**src/rtl/ps2_pkg.sv**
```systemverilog
// Shared PS/2 definitions: frame FSM encoding, frame constants and scan codes
// also used by the downstream display decoder.
package ps2_pkg;

    typedef enum logic [3:0] {
        ST_IDLE   = 4'b0001,
        ST_DATA   = 4'b0010,
        ST_PARITY = 4'b0100,
        ST_STOP   = 4'b1000
    } ps2_state_e;

    localparam logic        START_BIT = 1'b0;
    localparam logic        STOP_BIT  = 1'b1;
    localparam int unsigned DATA_BITS = 8;

    localparam logic [7:0] BREAK_PREFIX = 8'hF0;
    localparam logic [7:0] LSHIFT       = 8'h12;
    localparam logic [7:0] LCTRL        = 8'h14;

    // Odd-parity test over data plus parity bit.
    function automatic logic odd_ones(input logic [DATA_BITS:0] v);
        return ^v;
    endfunction

endpackage

```
**src/rtl/ps2_byte_fifo.sv**
```systemverilog
// Circular byte FIFO with wrapping pointers; a write into a full FIFO is
// only accepted when a read happens in the same cycle.
module ps2_byte_fifo
    import ps2_pkg::*;
#(
    parameter int unsigned DEPTH = 8
) (
    input  logic                      clk,
    input  logic                      rst,
    input  logic                      wr_en,
    input  logic [DATA_BITS-1:0]      wr_data,
    input  logic                      rd_en,
    output logic [DATA_BITS-1:0]      rd_data,
    output logic [$clog2(DEPTH):0]    count,
    output logic                      full,
    output logic                      empty
);

    localparam int unsigned PW = $clog2(DEPTH);
    localparam int unsigned CW = PW + 1;

    logic [DATA_BITS-1:0] mem_q [DEPTH];
    logic [PW-1:0]        wr_ptr_q, wr_ptr_d;
    logic [PW-1:0]        rd_ptr_q, rd_ptr_d;
    logic [CW-1:0]        count_q, count_d;
    logic                 do_wr, do_rd;

    always_comb begin
        full     = (count_q == CW'(DEPTH));
        empty    = (count_q == '0);
        do_rd    = rd_en & ~empty;
        do_wr    = wr_en & (~full | do_rd);
        wr_ptr_d = do_wr ? wr_ptr_q + PW'(1) : wr_ptr_q;
        rd_ptr_d = do_rd ? rd_ptr_q + PW'(1) : rd_ptr_q;
        count_d  = count_q + CW'(do_wr) - CW'(do_rd);
    end

    always_ff @(posedge clk or negedge rst) begin
        if (!rst) begin
            wr_ptr_q <= '0;
            rd_ptr_q <= '0;
            count_q  <= '0;
        end else begin
            wr_ptr_q <= wr_ptr_d;
            rd_ptr_q <= rd_ptr_d;
            count_q  <= count_d;
        end
    end

    // Storage needs no reset; occupancy is tracked by the pointers.
    always_ff @(posedge clk) begin
        if (do_wr) begin
            mem_q[wr_ptr_q] <= wr_data;
        end
    end

    assign rd_data = mem_q[rd_ptr_q];
    assign count   = count_q;

endmodule

```
**src/rtl/ps2_receiver.sv**
```systemverilog
// PS/2 device-to-host receiver: pin sync, frame FSM with timeout, byte FIFO
// and strobe output stage. Define PS2_PARITY_CHECK_EN to reject bad parity.
module ps2_receiver
    import ps2_pkg::*;
#(
    parameter int unsigned FIFO_DEPTH     = 8,
    parameter int unsigned TIMEOUT_CYCLES = 50000
) (
    input  logic                          clk,
    input  logic                          rst,
    input  logic                          ps2_clk,
    input  logic                          ps2_data,
    input  logic                          rec_hold,
    output logic [DATA_BITS-1:0]          ps2dis_data,
    output logic                          ps2dis_recFlag,
    output logic [$clog2(FIFO_DEPTH):0]   fifo_count,
    output logic                          overflow,
    output logic                          frame_err
);

    localparam int unsigned TW = $clog2(TIMEOUT_CYCLES + 1);
    localparam int unsigned BW = $clog2(DATA_BITS);

`ifdef PS2_PARITY_CHECK_EN
    localparam bit PARITY_EN = 1'b1;
`else
    localparam bit PARITY_EN = 1'b0;
`endif

    logic                 pclk_s1_q, pclk_s2_q, pclk_h_q;
    logic                 pdat_s1_q, pdat_s2_q;
    ps2_state_e           state_q, state_d;
    logic [BW-1:0]        bit_cnt_q, bit_cnt_d;
    logic [DATA_BITS-1:0] shift_q, shift_d;
    logic                 parity_q, parity_d;
    logic [TW-1:0]        tmo_q, tmo_d;
    logic                 frame_err_q, frame_err_d;
    logic                 overflow_q, overflow_d;
    logic [DATA_BITS-1:0] data_q, data_d;
    logic                 recflag_q, recflag_d;

    logic                 edge_ev, timed_out, frame_good;
    logic                 fifo_wr, fifo_rd, fifo_full, fifo_empty;
    logic [DATA_BITS-1:0] fifo_rd_data;

    assign edge_ev    = pclk_h_q & ~pclk_s2_q;
    assign timed_out  = (state_q != ST_IDLE) && (tmo_q == TW'(TIMEOUT_CYCLES));
    assign frame_good = (pdat_s2_q == STOP_BIT) &&
                        (odd_ones({parity_q, shift_q}) || !PARITY_EN);

    ps2_byte_fifo #(.DEPTH(FIFO_DEPTH)) u_fifo (
        .clk     (clk),
        .rst     (rst),
        .wr_en   (fifo_wr),
        .wr_data (shift_q),
        .rd_en   (fifo_rd),
        .rd_data (fifo_rd_data),
        .count   (fifo_count),
        .full    (fifo_full),
        .empty   (fifo_empty)
    );

    always_comb begin
        state_d     = state_q;
        bit_cnt_d   = bit_cnt_q;
        shift_d     = shift_q;
        parity_d    = parity_q;
        frame_err_d = 1'b0;
        fifo_wr     = 1'b0;

        if (edge_ev || state_q == ST_IDLE) begin
            tmo_d = '0;
        end else if (!timed_out) begin
            tmo_d = tmo_q + TW'(1);
        end else begin
            tmo_d = tmo_q;
        end

        if (edge_ev) begin
            case (state_q)
                ST_IDLE: begin
                    if (pdat_s2_q == START_BIT) begin
                        state_d   = ST_DATA;
                        bit_cnt_d = '0;
                    end
                end
                ST_DATA: begin
                    shift_d   = {pdat_s2_q, shift_q[DATA_BITS-1:1]};
                    bit_cnt_d = bit_cnt_q + BW'(1);
                    if (bit_cnt_q == BW'(DATA_BITS - 1)) begin
                        state_d = ST_PARITY;
                    end
                end
                ST_PARITY: begin
                    parity_d = pdat_s2_q;
                    state_d  = ST_STOP;
                end
                ST_STOP: begin
                    fifo_wr     = frame_good;
                    frame_err_d = ~frame_good;
                    state_d     = ST_IDLE;
                end
                default: state_d = ST_IDLE;
            endcase
        end else if (timed_out) begin
            state_d     = ST_IDLE;
            frame_err_d = 1'b1;
        end

        // Skipping a cycle after each strobe gives the consumer time to settle.
        fifo_rd    = ~fifo_empty & ~rec_hold & ~recflag_q;
        recflag_d  = fifo_rd;
        data_d     = fifo_rd ? fifo_rd_data : data_q;
        overflow_d = overflow_q | (fifo_wr & fifo_full & ~fifo_rd);
    end

    always_ff @(posedge clk or negedge rst) begin
        if (!rst) begin
            pclk_s1_q   <= 1'b1;
            pclk_s2_q   <= 1'b1;
            pclk_h_q    <= 1'b1;
            pdat_s1_q   <= 1'b1;
            pdat_s2_q   <= 1'b1;
            state_q     <= ST_IDLE;
            bit_cnt_q   <= '0;
            shift_q     <= '0;
            parity_q    <= 1'b0;
            tmo_q       <= '0;
            frame_err_q <= 1'b0;
            overflow_q  <= 1'b0;
            data_q      <= '0;
            recflag_q   <= 1'b0;
        end else begin
            pclk_s1_q   <= ps2_clk;
            pclk_s2_q   <= pclk_s1_q;
            pclk_h_q    <= pclk_s2_q;
            pdat_s1_q   <= ps2_data;
            pdat_s2_q   <= pdat_s1_q;
            state_q     <= state_d;
            bit_cnt_q   <= bit_cnt_d;
            shift_q     <= shift_d;
            parity_q    <= parity_d;
            tmo_q       <= tmo_d;
            frame_err_q <= frame_err_d;
            overflow_q  <= overflow_d;
            data_q      <= data_d;
            recflag_q   <= recflag_d;
        end
    end

    assign ps2dis_data    = data_q;
    assign ps2dis_recFlag = recflag_q;
    assign overflow       = overflow_q;
    assign frame_err      = frame_err_q;

endmodule

```
**config.mk**
```make
export PLATFORM = sky130hd
export DESIGN_NAME = ps2_receiver
export DESIGN_NICKNAME = d
export VERILOG_FILES = /design/src/rtl/ps2_pkg.sv /design/src/rtl/ps2_byte_fifo.sv /design/src/rtl/ps2_receiver.sv
export SDC_FILE = /design/constraint.sdc
export NUM_CORES = 1
export LEC_CHECK = 0
export CORE_ASPECT_RATIO = 1.5
export CORE_UTILIZATION = 60
export CTS_CLUSTER_SIZE = 8
export DETAILED_ROUTE_END_ITERATION = 7
export PLACE_DENSITY = 0.81
export SETUP_SLACK_MARGIN = 0.2
export SLEW_MARGIN = 20
export SYNTH_ARGS = -nofsm -noshare
export SYNTH_HDL_FRONTEND = slang
export SYNTH_SLANG_ARGS = --single-unit
```
**constraint.sdc**
```tcl
create_clock -name clk -period 2.8 [get_ports clk]
set_clock_uncertainty 0.1 [all_clocks]
set_input_delay 0.84 -clock clk [delete_from_list [all_inputs] [get_ports clk]]
set_output_delay 0.84 -clock clk [all_outputs]
set_load 0.03 [all_outputs]
```
==> results by group <==
Setup path
  – Critical Path Slowest Stage Cell: clkdlybuf4s50_1
  – Critical path's top delay family: buffers and inverters
  – Arr. time, crit path: 1.60 ns
  – R2r worst-path depth: 8
  – Worst setup path category: reg2out
  – Critical path peak fanout: 6
  – Crit-path cells: clkdlybuf4s50_1
  – Buf/Inv on CP: 1
  – Req. time, crit path: 1.86 ns
  – Worst r2r src: u_fifo.count[2]
  – Critical Path Start: u_fifo.count[1]
  – R2R Setup Slk: 0.57 ns
  – Cell depth of the worst setup path: 1
  – Critical Path Sink Type: primary output
  – Worst setup path endpoint: fifo_count[1]
  – Max incr delay on CP: 0.73 ns
  – Reg2reg end: u_fifo.count[1]
  – Startpoint Class: flip-flop

CTS
  – CTS Buf Count: 17
  – CTS Hold Buffers Added: 0
  – CTS resizes: 0
  – Post-CTS setup buffer count: 0
  – Worst-Skew Late Latency: 0.41 ns
  – Num Clock Sinks: 121
  – Clock transition at path regs: 0.05 ns
  – Clock tree from TritonCTS: yes
  – CTS Buffer Depth: 2
  – Root buffer cell: clkbuf_16
  – Max H-tree Level: 4

Timing
  – Hold Fails Final Rpt: 0
  – RSZ-0062 raised after global routing: no
  – Fmax: 394 MHz
  – Post-layout worst setup margin: 0.261 ns
  – Setup-failing EPs final: 0
  – Setup tns final: 0 ns
  – Fin crit share: 90.7%
  – Crit path time final: 2.54 ns
  – Least-Margin Pin Slew: 0.778 ns
  – Slew headroom: 48.2%
  – Final Max Slew Viols: 0

Placed design
  – DPL Wire Length: 6280 um
  – Place WS: -0.00752 ns
  – # port buffers: 19
  – Final GP Congestion: 0.724

Synthesis
  – Post-synth EDFFs: 64
  – Post-Syn Area: 5060 um2
  – Mux share of post-synthesis cell area: 11.1%
  – Simple-Gate Fraction of Synth Area: 9.94%
  – Synth unique cells: 50
  – Synth Area in XOR/XNOR: 3.29%
  – Main combinational cell family by area after synthesis: multiplexers
  – Commonest cells in the netlist: edfxtp_1 (64), dfrtp_1 (51), nor2_1 (32), mux4_2 (16)
  – Synth Flop Type: edfxtp_1
  – Avg Synthesized Cell Area: 15.5 um2
  – Asr flop ratio synth: 47.1%
  – Count leader, synth: edfxtp_1
  – Sequential share of the synthesized area: 66.3%
  – Synth Instances: 327
  – Mapped Nets: 344
  – Adder-Cell Fraction of Synth Area: 3.12%
  – Synth Area in Compound Gates: 4.18%
  – Synth area leader: edfxtp_1
  – Share of the synthesized area in the top cell type: 38.0%
  – Yosys reg bits: 121
  – Area contributors post-synth: edfxtp_1 (38%), dfrtp_1 (25%), mux4_2 (7.1%), dfstp_2 (3.1%), ha_1 (2.7%)
  – Yosys warning count: 0

Routing
  – Routed vias: 2796
  – DR iter-0 viols: 128
  – Via/cell ratio: 5.74
  – Final ANT Viol Nets: 0
  – WL final: 9540 um
  – Wirelength per Cell: 19.6 um
  – Initial DRT Pass Iterations: 4
  – Drt drc: 0

Die
  – Die area: 8810 um2
  – Starting density of the core: 62.4%
  – Die X: 77.0 um
  – Chip height: 114 um
  – Site Rows: 40
  – Top Ports: 20
  – Placeable core region: 8110 um2

Pwr
  – Total Power: 5.39 mW
  – PD cells: 905 nW/um2
  – VDD IR max: 902 uV
  – LEAKAGE: 2.34 nW

Layout
  – Final #Nets: 386
  – Finished Core Util: 73.4%
  – Number of fill cells: 516
  – Layout cells sized above 1: 22.0%
  – N_diodes: 0
  – Area growth from synthesis to layout: 17.6%

Worst hold path
  – Worst min path class: reg2reg

Global routing
  – Total track usage: 25.2%
  – Grt total ovfl: 0
  – First-pass GRT wire length: 15800 um
  – Vias in the first global route: 3018
  – Initial antenna violation count: 0
  – Pin count of the biggest net entering global routing: 58

Status
  – Status: complete, no violations

Job
  – Max-Cap Viols: 0
[layout by cell type (no fill, tap or decap), types with 2 or more instances in the layout]
cell / n
clkdlybuf4s50_1: 18
clkbuf_8: 3
nand2b_1: 5
a21oi_1: 12
clkbuf_1: 8
nand3_1: 6
xor2_1: 6
nor2_1: 32
a22o_2: 2
mux4_2: 16
mux2i_1: 9
dfrtp_1: 51
o21ai_0: 5
inv_1: 13
a22o_1: 2
mux2_2: 10
xnor2_1: 13
and3_1: 2
nand2_1: 12
nor4_1: 4
nor3_1: 7
edfxtp_1: 64
nand4_1: 3
ha_1: 11
dfstp_2: 6
clkinv_2: 4
nor3b_1: 2
clkbuf_16: 17
buf_4: 14
nor4b_4: 2
[kinds of logic after synthesis]
kind of cell             Yosys count
flip-flops                       121
AND/OR/NAND/NOR                   88
multiplexers                      35
AO/OA/AOI/OAI                     29
buffers and inverters             23
XOR/XNOR                          19
adder cells (fa/ha/maj)           12
[power breakdown]
part / switching, mW / internal (mW)
combinational: 0.605 / 0.564
sequential: 0.266 / 2.08
clock: 0.682 / 1.19
total: 1.55 / 3.83
[layer usage]
metal  vias up  share of wire (%)  GRT usage, %
li1       1302                  -             -
met1      1425                 39          27.8
met2        55                 56          44.2
met3        14                3.1          6.37
met4         0                1.9          14.2
met5         -                  0             0
[layout make-up]
cell class | count | area, um2 | area share, %
flip-flops and latches | 121 | 3360 | 56.4
multi-input cells | 183 | 1610 | 27.0
clock buffers | 28 | 497 | 8.35
repair buffers | 33 | 290 | 4.88
well taps | 105 | 131 | 2.21
inverters | 13 | 48.8 | 0.820
clock inverters | 4 | 20.0 | 0.336
[stage by stage]
step           hold slack (ns)  instance area (um2)  std cells
2_1_floorplan            0.245                 5060        327
3_3_place_gp             0.247                 5430        455
3_5_place_dp             0.249                 5430        455
4_1_cts                  0.256                 5950        487
5_1_grt                  0.261                 5950        487
6_report                 0.254                 5950        487
[how the worst min path moves through the flow]
stage | startpoint | to | slack (ns) | cells past startpoint
final | pdat_s1_q | frame_good | 0.25 | 0
after CTS | pdat_s1_q | frame_good | 0.26 | 0
after global routing | pdat_s1_q | frame_good | 0.26 | 0
after floorplan | pdat_s1_q | frame_good | 0.25 | 0
after global placement | pdat_s1_q | frame_good | 0.25 | 0
after detailed placement | pdat_s1_q | frame_good | 0.25 | 0
[state kept, by name, summed over array words and instances (netlist names), 3 cells and up]
signal / count
u_fifo.mem_q: 64
tmo_q: 16
ps2dis_data: 8
shift_q: 8
state_q: 4
u_fifo.count: 4
bit_cnt_q: 3
u_fifo.rd_ptr_q: 3
u_fifo.wr_ptr_q: 3
Note: power is estimated with default switching activity, not from simulation.
